===== src/rtl/irq_ctrl_n.sv =====
// rtl/irq_ctrl_n.sv - parametrised interrupt controller with priority request/ack handshake
//
// Purpose: latches rising edges of irq_in into IF, masks with IE, and presents the
// lowest-index pending channel to the CPU through a registered irq_req/irq_vec pair
// that is held until irq_ack or until software removes the pending condition.
// Optional feature macro: IRQ_CTRL_KEYPAD_EN (keypad press-detect on channel KEY_CH
// through a DEBOUNCE_STAGES-deep chain; wake = |key_in). Without it key_in is unused
// and wake is 0.
//
// Ports:
//   clk, reset          system clock, synchronous active-high reset
//   irq_in[NUM_IRQ]     level interrupt sources, rising-edge sensitive
//   key_in[4]           raw keypad column lines (keypad build only)
//   if_wr/if_rd         IF register write/read strobes
//   ie_wr/ie_rd         IE register write/read strobes
//   wdata[8]/rdata[8]   register write data / combinational read data (FF when idle)
//   irq_req/irq_vec[3]  request and channel index toward the CPU
//   irq_ack             one-cycle acknowledge from the CPU
//   wake                stop-mode wake (|key_in in keypad build)

module irq_ctrl_n #(
    parameter int NUM_IRQ         = 5,
    parameter int KEY_CH          = 4,
    parameter int DEBOUNCE_STAGES = 4
) (
    input  logic               clk,
    input  logic               reset,
    input  logic [NUM_IRQ-1:0] irq_in,
    input  logic [3:0]         key_in,
    input  logic               if_wr,
    input  logic               if_rd,
    input  logic               ie_wr,
    input  logic               ie_rd,
    input  logic [7:0]         wdata,
    output logic [7:0]         rdata,
    output logic               irq_req,
    output logic [2:0]         irq_vec,
    input  logic               irq_ack,
    output logic               wake
);

    typedef enum logic {ST_IDLE, ST_REQ} state_t;

    state_t             state;
    logic [NUM_IRQ-1:0] if_q;
    logic [NUM_IRQ-1:0] ie_q;
    logic [NUM_IRQ-1:0] prev_q;
    logic [NUM_IRQ-1:0] set_vec;
    logic [NUM_IRQ-1:0] if_next;
    logic [7:0]         pend8;
    logic [7:0]         ack8;
    logic [2:0]         winner;

`ifdef IRQ_CTRL_KEYPAD_EN
    // key_any acts as stage 0 of the chain; stages 1..N-1 are registered, so a press
    // sampled at clock k reaches the last stage in time to fire at k+N-1.
    logic                         key_any;
    logic [DEBOUNCE_STAGES-1:1]   key_sr;
    logic                         key_last_prev;
    logic                         key_set;

    assign key_any = |key_in;
    assign wake    = key_any;
    assign key_set = key_any & key_sr[DEBOUNCE_STAGES-1] & ~key_last_prev;

    always_ff @(posedge clk) begin
        if (reset) begin
            key_sr        <= '0;
            key_last_prev <= 1'b0;
        end else begin
            key_sr[1] <= key_any;
            for (int i = 2; i < DEBOUNCE_STAGES; i++) begin
                key_sr[i] <= key_sr[i-1];
            end
            key_last_prev <= key_sr[DEBOUNCE_STAGES-1];
        end
    end
`else
    logic unused_key;
    assign unused_key = ^key_in;
    assign wake       = 1'b0;
`endif

    always_comb begin
        set_vec = irq_in & ~prev_q;
`ifdef IRQ_CTRL_KEYPAD_EN
        set_vec[KEY_CH] = key_set;
`endif
    end

    // Only the channel currently being presented can be acknowledged.
    always_comb begin
        ack8 = 8'h00;
        if (state == ST_REQ && irq_ack) begin
            ack8[irq_vec] = 1'b1;
        end
    end

    // A new edge beats any clear, so an edge coinciding with its own ack is not lost.
    always_comb begin
        for (int i = 0; i < NUM_IRQ; i++) begin
            if (set_vec[i]) begin
                if_next[i] = 1'b1;
            end else if (ack8[i] || (if_wr && !wdata[i])) begin
                if_next[i] = 1'b0;
            end else if (if_wr) begin
                if_next[i] = 1'b1;
            end else begin
                if_next[i] = if_q[i];
            end
        end
    end

    always_comb begin
        pend8              = 8'h00;
        pend8[NUM_IRQ-1:0] = if_q & ie_q;
    end

    always_comb begin
        winner = 3'd0;
        for (int i = NUM_IRQ - 1; i >= 0; i--) begin
            if (pend8[i]) begin
                winner = 3'(i);
            end
        end
    end

    always_comb begin
        rdata = 8'hFF;
        if (if_rd) begin
            rdata[NUM_IRQ-1:0] = if_q;
        end else if (ie_rd) begin
            rdata[NUM_IRQ-1:0] = ie_q;
        end
    end

    always_ff @(posedge clk) begin
        if (reset) begin
            if_q   <= '0;
            ie_q   <= '0;
            prev_q <= '0;
        end else begin
            if_q   <= if_next;
            prev_q <= irq_in;
            if (ie_wr) begin
                ie_q <= wdata[NUM_IRQ-1:0];
            end
        end
    end

    // Once in REQ the vector is frozen; a higher-priority arrival waits for the
    // current request to be acked or withdrawn.
    always_ff @(posedge clk) begin
        if (reset) begin
            state   <= ST_IDLE;
            irq_req <= 1'b0;
            irq_vec <= 3'd0;
        end else begin
            case (state)
                ST_IDLE: begin
                    if (pend8 != 8'h00) begin
                        irq_vec <= winner;
                        irq_req <= 1'b1;
                        state   <= ST_REQ;
                    end
                end
                ST_REQ: begin
                    if (irq_ack || !pend8[irq_vec]) begin
                        irq_req <= 1'b0;
                        state   <= ST_IDLE;
                    end
                end
                default: begin
                    irq_req <= 1'b0;
                    state   <= ST_IDLE;
                end
            endcase
        end
    end

endmodule

===== config.mk =====
export PLATFORM = sky130hd
export DESIGN_NAME = irq_ctrl_n
export DESIGN_NICKNAME = d
export VERILOG_FILES = /design/src/rtl/irq_ctrl_n.sv
export SDC_FILE = /design/constraint.sdc
export NUM_CORES = 1
export LEC_CHECK = 0
export ABC_AREA = 1
export CAP_MARGIN = 15
export CORE_MARGIN = 2
export CORE_UTILIZATION = 43
export DETAILED_ROUTE_END_ITERATION = 10
export GPL_TIMING_DRIVEN = 1
export PLACE_DENSITY = 0.83
export SKIP_LAST_GASP = 1
export SLEW_MARGIN = 10
export SYNTH_ARGS = -nofsm -noshare
export SYNTH_HDL_FRONTEND = slang
export SYNTH_SLANG_ARGS = --single-unit
export TNS_END_PERCENT = 100

===== constraint.sdc =====
create_clock -name clk -period 1.5 [get_ports clk]
set_clock_uncertainty 0.15 [all_clocks]
set_input_delay 0.225 -clock clk [delete_from_list [all_inputs] [get_ports clk]]
set_output_delay 0.225 -clock clk [all_outputs]
set_load 0.01 [all_outputs]

======== Yosys cells after proc, flatten, opt, wreduce, memory -nomap -nowiden ========
Index checks and enable logic that the tools add are counted.
storage, ports and cells
  logic and storage cells ................. 74
  register bits ........................... 20
  bits of input ports ..................... 24
  output and inout bits ................... 13
cells by class
  bitwise operators ....................... 4
  order comparisons ....................... 2
  reduce and logical (&&, ||, !) cells .... 27
  eq/ne operators ......................... 2
  multiplexer cells ....................... 29
operators by type and width
  kind                                                                                  count
  1-bit two-way mux                                                                     17
  3-bit two-way mux                                                                     5
  5-bit two-way mux                                                                     3
  3-bit nonzero test                                                                    5
  5-bit AND                                                                             2
  8-bit nonzero test                                                                    1
  1-bit logical AND                                                                     7
  1-bit logical NOT                                                                     6
  1-bit logical OR                                                                      6
  5-bit inverter                                                                        1
  3-bit by 4-bit < comparator with 1-bit output (second input constant)                 1
  1-bit case mux with 2 select lines                                                    2
  2-bit AND reduction                                                                   2
  1-bit binary-select mux with 3-bit select                                             1
  1-bit demux with 3-bit select                                                         1
  3-bit by 1-bit greater-or-equal comparator with 1-bit output (second input constant)  1
  2-bit by 1-bit != test with 1-bit output (second input constant)                      1
  2-bit != test (second input constant)                                                 1
  1-bit inverter                                                                        1

======== Logic depth before layout (Yosys ltp) ========
Gate-level depths: netlist of run 1.
  depth in word-level cells ............... 8
  gate-level depth with buffers ........... 8
  mapped depth without buffers ............ 8

======== Least setup slack after synthesis of run 1 ========
No wires, ideal clock.
  path kind ............................... register to register
  from .................................... reg irq_vec[0]
  to ...................................... reg state
  library setup time ...................... 0.117 ns
  setup slack ............................. 0.301 ns
  path buffers ............................ 0
  data required time ...................... 1.233 ns
  period minus slack after synthesis ...... 1.199 ns
  data arrival time ....................... 0.932 ns
  cell stages (with the launch flop) ...... 8
  cells stage by stage .................... dfxtp_1 -> nor2_2 -> nand2_1 -> nand2_1 -> nand2_1 -> inv_1 -> a21oi_2 -> nor2_1
on the way
  longest elaborated chain between the ends .. 6
ends and longest elaborated chain
  what                                       RTL line  source
  from (decl)                                37        output logic [2:0] irq_vec,
  from (signal assigned)                     162       irq_vec <= winner;
  1-bit binary-select mux with 3-bit select  168       if (irq_ack || !pend8[irq_vec]) begin
  1-bit two-way mux (implied by the code)    168
  1-bit logical NOT                          168
  1-bit logical OR                           168
  1-bit two-way mux                          168
  1-bit case mux with 2 select lines         159       case (state)
  to (signal assigned)                       164       state <= ST_REQ;
  to (signal assigned)                       170       state <= ST_IDLE;
  to (signal assigned)                       175       state <= ST_IDLE;
  to (decl)                                  44        state_t state;
No other way between the ends. The select of a mux whose other input is x is not followed.
A chain may end at the register's enable or synchronous reset.

======== Final worst setup path of run 1 ========
  from .................................... reg if_q[1]
  to ...................................... out rdata[1]
on the way
  longest elaborated chain between the ends .. 1
ends and longest elaborated chain
  what                    RTL line  source
  from (decl)             45        logic [NUM_IRQ-1:0] if_q;
  from (signal assigned)  143       if_q <= if_next;
  5-bit two-way mux       130       if (if_rd) begin
  to (decl)               35        output logic [7:0] rdata,
No other way between the ends.

==> out/metrics.cfg, run 1 <==
[grt]
grt_first_pass_wirelength_um = 4091
grt_pass1_vias = 1012
overflow = 0
grt_max_degree = 13
antenna_found_initial = 0
grt_usage_pct = 20.39

[power_and_ir_drop]
power-per-cell-area_mw_per_mm2 = 958.6
p_leak_nw = 0.6536
total_power_w = 0.001271
peakVddDrop_v = 0.0006635

[clock_network]
holdBufCountCts = 0
cts_root_buffer = clkbuf_4
clk_pin_slew_ns = 0.12
htree_num_levels = 1
cts_buffers = 3
cts_tree = built
clock-sinks = 20
clk_latency_ns = 0.31
clockBufferDepth = 2
post_cts_buffers = 0

[cells_and_area]
syn2layout_area_growth_pct = 31.84
final_common_cell = nand2_1
nets = 202
mostFrequentLayoutCells = 23 x nand2_1, 20 x dfxtp_1, 19 x inv_1
final_core_util_pct = 59.95
n_antenna_cell = 0
drive_above_1_share_pct = 19.21
final_cells = 205

[routing]
drt_iter0_drc = 27
vias_per_cell = 5.063
num_vias = 1038
drc = 0
drt-pass1-iter-count = 4
ant_nets = 0
post_drt_wl_per_cell_um = 11.77
drt-total-wl_um = 2412

[worst_setup_path]
worstPathRequired_ns = 1.12
cp-start-kind = flip-flop
crit_arrival_ns = 1.03
criticalPathCategory = reg -> out
cp_max_fo = 3
end_kind = primary output

[floorplan]
die_y_um = 52.37
start_util_pct = 45.48
pin_count = 37
core-area_mm2 = 0.002212
rows = 17
dieArea_mm2 = 0.002742
die_w_um = 52.37

[synthesis]
ys_async_sr_fraction_pct = 0
synth_area_leaders = dfxtp_1 40%, nand2_1 8.6%, inv_1 7.5%
synth_top_area_share_pct = 39.80
ys_seq_area_share_pct = 39.80
synth_flop_cell = dfxtp_1
syn_inst = 146
synthesis.area_mm2 = 0.001006
synth.avg_cell_area_um2 = 6.890
ys_types = 23
yosysWarningCount = 0
synth_enable_flop_cells = 0
yosysTopAreaCell = dfxtp_1
ys_ff_latch = 20

[timing]
rsz0062_at_grt = no
min_period_over_period_pct = 93.90
min_period_ns = 1.408
fmax_mhz = 710.0
setup_ws_ns = 0.09154
slew_violations = 0
setup_viol = 0
finalHoldViolCount = 0
tns_ns = 0

[placement]
dp.cells = 201
dpl.hpwl_um = 1909
gp_congestion = 0.8447
port_buffers = 25
dp_slack_ns = -0.4987

[status]
status = completed

[min_path]
min_path_type = reg -> reg

[run]
max-cap-violations = 0

==> worst paths after layout <==
kind	to	startpoint	depth (start not counted)	slack, ns
worst max-delay path	rdata[1]	if_q[1]	3	0.09
worst min register to register	if_q[0]	prev_q[0]	1	0.26
worst max register to register	irq_req	ie_q[2]	9	0.17
worst min-delay path	if_q[0]	prev_q[0]	1	0.26
==> Yosys cell counts (all sizes together), types with 2 or more instances <==
library cell and count:
a211oi 3, a21oi 11, buf 7, clkbuf 2, conb 2, dfxtp 20, inv 22, nand2 29
nand3 9, nand4 2, nor2 18, nor3 2, o21ai 14, o31ai 2
==> worst max-delay path: stages (launching register included) <==
cell and delay, ns:
dfxtp_1 0.38, inv_1 0.06, a21oi_1 0.13, clkbuf_2 0.15
==> area by class of cell <==
class	instances	area, µm²
Fill cell	212	885.9
Inverter	22	82.58
Timing Repair Buffer	34	289.0
Sequential cell	20	400.4
Tap cell	28	35.03
Clock buffer	4	36.28
Multi-Input combinational cell	97	483.0
==> registers in the layout (all words and copies together) (netlist names) <==
| register | cells |
|---|---|
| if_q | 5 |
| prev_q | 5 |
| state | 1 |
| irq_req | 1 |
| ie_q | 5 |
| irq_vec | 3 |
==> power breakdown <==
group / switching [W] / internal, W / leakage (nW)
Combinational: 0.000193 / 0.000151 / 0.466
Sequential: 0.0000284 / 0.000580 / 0.166
Clock: 0.000170 / 0.000148 / 0.0210
Total: 0.000392 / 0.000879 / 0.654
==> layer usage <==
layer  track usage, %  share of wire [%]  wire length (µm)
met2            37.71                 53              1277
met4            10.26                1.8                44
met3            3.714                4.4               105
met5                0                  0                 0
met1            21.73                 41               984
==> stage by stage <==
step / hold slack (ns) / cell area [µm²]
after floorplan: 0.1918 / 1013
after global placement: 0.2423 / 1314
after detailed placement: 0.2482 / 1314
after CTS: 0.2649 / 1335
after global routing: 0.2783 / 1326
final: 0.2650 / 1326
==> cells by family after synthesis <==
logic type	count (synthesis)	share of synthesized area (%)
and+or+nand+nor	60	26.74
other	2	0.7465
buffers and inverters	31	13.43
DFF	20	39.80
AOI/OAI and AO/OA	33	19.28
==> repair_timing <==
item                                   4_1_cts  5_1_grt
setup endpoints to repair                    9        5
pin swaps                                    0        1
gates resized for setup                     21        8
endpoints found under the hold margin        0        0
(Power assumes the default switching activity.)
==> inputs of run 2 (changes only) <==
Settings changed: CAP_MARGIN 15 to unset.
Clock period 1.5 ns to 1.3 ns, I/O delays scaled along.
==> run 2 against run 1 <==
Compared with the run above:
- the flow now finishes with violations (setup timing)
- worst setup slack worse by 0.13 ns
- cell count is 3.9% higher
- first-iteration DRC count is 19% higher
- worst hold slack worse by 0.0022 ns
- critical path type unchanged
- largest power group unchanged
==> out/metrics.cfg, run 2 (same netlist as run 1, synthesis figures left out) <==
[worst_setup_path]
cpPeakStageDelay_ns = 0.37  ; about the same
end_kind = primary output
cp_max_fo = 2  ; -1
worst-r2r-setup-slack_ns = 0.01  ; -0.16 ns
crit_arrival_ns = 0.99  ; -0.04 ns
criticalPathCategory = reg -> out
crit_chain = nor2_2 -> o21ai_2 -> buf_2
cp-start-kind = flip-flop
worstPathRequired_ns = 0.95  ; -0.17 ns
cp_slowest_cell = dfxtp_2

[clock_network]
cts_buffers = 3  ; unchanged
cts_root_buffer = clkbuf_4
holdBufCountCts = 0  ; unchanged
htree_num_levels = 1  ; unchanged
clockBufferDepth = 2  ; unchanged
cts_tree = built
clk_latency_ns = 0.31  ; about the same
clock-sinks = 20  ; unchanged
clk_pin_slew_ns = 0.11  ; about the same

[floorplan]
core-area_mm2 = 0.002212  ; unchanged
rows = 17  ; unchanged
die_y_um = 52.37  ; unchanged
pin_count = 37  ; unchanged
dieArea_mm2 = 0.002742  ; unchanged
die_w_um = 52.37  ; unchanged
start_util_pct = 45.48  ; unchanged

[status]
status = finished, violations left
violations = setup timing

[cells_and_area]
n_antenna_cell = 0  ; unchanged
drive_above_1_share_pct = 36.22  ; +17 points
syn2layout_area_growth_pct = 47.51
nets = 211  ; +4.5%
reg_top3 = ie_q: 5 flops, if_q: 5 flops, prev_q: 5 flops
mostFrequentLayoutCells = 17 x inv_1, 16 x nand2_1, 14 x clkdlybuf4s50_1, 14 x buf_4
design_area_mm2 = 0.001484  ; +12%
final_common_cell = inv_1
final_cells = 213  ; +3.9%

[routing]
post_drt_wl_per_cell_um = 12.98  ; +10%
num_vias = 1097  ; +5.7%
vias_per_cell = 5.150  ; +1.7%
drt-total-wl_um = 2765  ; +15%
drc = 0  ; unchanged
drt-pass1-iter-count = 6  ; +2
drt_iter0_drc = 32  ; +19%
ant_nets = 0  ; unchanged

[timing]
setup_ws_ns = -0.03453  ; -0.1261 ns
rsz0062_at_grt = yes
fmax_mhz = 749.3
min_period_over_period_pct = 102.7
finalHoldViolCount = 0  ; unchanged
setup_viol = 2  ; +2
slew_violations = 0  ; unchanged
min_period_ns = 1.335

[grt]
antenna_found_initial = 0  ; unchanged
overflow = 0  ; unchanged
grt_max_degree = 13  ; unchanged
grt_first_pass_wirelength_um = 4498  ; +9.9%
grt_usage_pct = 22.55  ; +2.2 points
grt_pass1_vias = 1057  ; +4.4%

[power_and_ir_drop]
swShare_pct = 32.91  ; +2.1 points
power-per-cell-area_mw_per_mm2 = 1020  ; +6.4%
power_frac_comb_pct = 33.4  ; +6.3 points
p_switching_w = 0.0004982  ; +27%
peakVddDrop_v = 0.0008071  ; +22%
p_seq_share_pct = 47.3  ; -0.5 points
p_leak_nw = 0.7226  ; +11%
clkPwrFrac_pct = 19.4  ; -5.7 points
power.internal_w = 0.001015  ; +15%

[placement]
dp_slack_ns = -0.6465  ; -0.1478 ns
port_buffers = 25  ; unchanged
dpl.hpwl_um = 1967  ; +3.0%
dp.cells = 209  ; +4.0%
placed_area_mm2 = 0.001374  ; +4.6%
gp_congestion = 0.9054  ; +7.2%

[min_path]
min_path_type = reg -> reg

[run]
max-cap-violations = 0  ; unchanged

==> run 2: changes by cell type in the layout (fill, tap and decap cells not counted), sizes merged <==
cell	change
buf	+10
dlygate4sd2	-3
dlymetal6s2s	-1
clkdlybuf4s15	+2
==> run 2: power by group through the flow <==
| stage | sequential (W) | clock [W] | combinational, W |
|---|---|---|---|
| final | 0.000715 | 0.000293 | 0.000505 |
| after global routing | 0.000722 | 0.000332 | 0.000549 |
| after CTS | 0.000710 | 0.000299 | 0.000459 |
| after detailed placement | 0.000718 | 0 | 0.000455 |
| after global placement | 0.000714 | 0 | 0.000437 |
| after floorplan | 0.000731 | 0 | 0.000223 |
==> run 2: worst paths after layout <==
| path | from | to | cells after the start |
|---|---|---|---|
| setup / recovery | ie_q[3] | rdata[3] | 3 |
| hold / removal | prev_q[0] | if_q[0] | 1 |
| setup reg to reg | irq_vec[1] | state | 8 |
| hold reg to reg | prev_q[0] | if_q[0] | 1 |
==> run 2: metal layers <==
| layer | part of all wire [%] | global-route usage (%) |
|---|---|---|
| met5 | 0 | 0 |
| met1 | 38 | 23.51 |
| met2 | 52 | 40.63 |
| met4 | 2.9 | 11.54 |
| met3 | 6.8 | 6.286 |
==> run 2: layout make-up <==
class / count / area, µm²
timing repair buffer: 43 / 362.8
clock buffer: 3 / 22.52
sequential: 20 / 414.1
fill: 189 / 728.2
multi-input combinational: 97 / 566.8
tap: 28 / 35.03
inverter: 22 / 82.58
==> run 2: repair_timing <==
| action | CTS | global route |
|---|---|---|
| resized for setup | 46 | 31 |
| setup buffers | 0 | 1 |
| pin swaps | 6 | 7 |
| endpoints found under the setup margin | 12 | 12 |
| hold endpoints to repair | 0 | 0 |
==> run 2: critical path: cells and delay by family (launching register included) <==
kind | cells | cell delay (ns)
flops | 1 | 0.37
buf+inv | 1 | 0.15
simple gates | 1 | 0.05
compound gates | 1 | 0.12
==> run 2: through the flow <==
stage / total power, W / util [%] / setup TNS (ns) / hold slack (ns)
after floorplan: 0.0009540 / - / 0 / 0.1618
after global placement: 0.001151 / 62.10 / -3.852 / 0.2413
after detailed placement: 0.001173 / 62.10 / -4.316 / 0.2540
after CTS: 0.001468 / 64.20 / -0.2103 / 0.2686
after global routing: 0.001603 / 67.08 / -0.4740 / 0.2820
final: 0.001514 / 67.08 / -0.06068 / 0.2628
==> inputs of run 3 (changes only) <==
Settings changed: HOLD_SLACK_MARGIN set to 0.05.
==> results of run 3 <==
No change in the layout: final DEF, timing and power equal those of run 2.
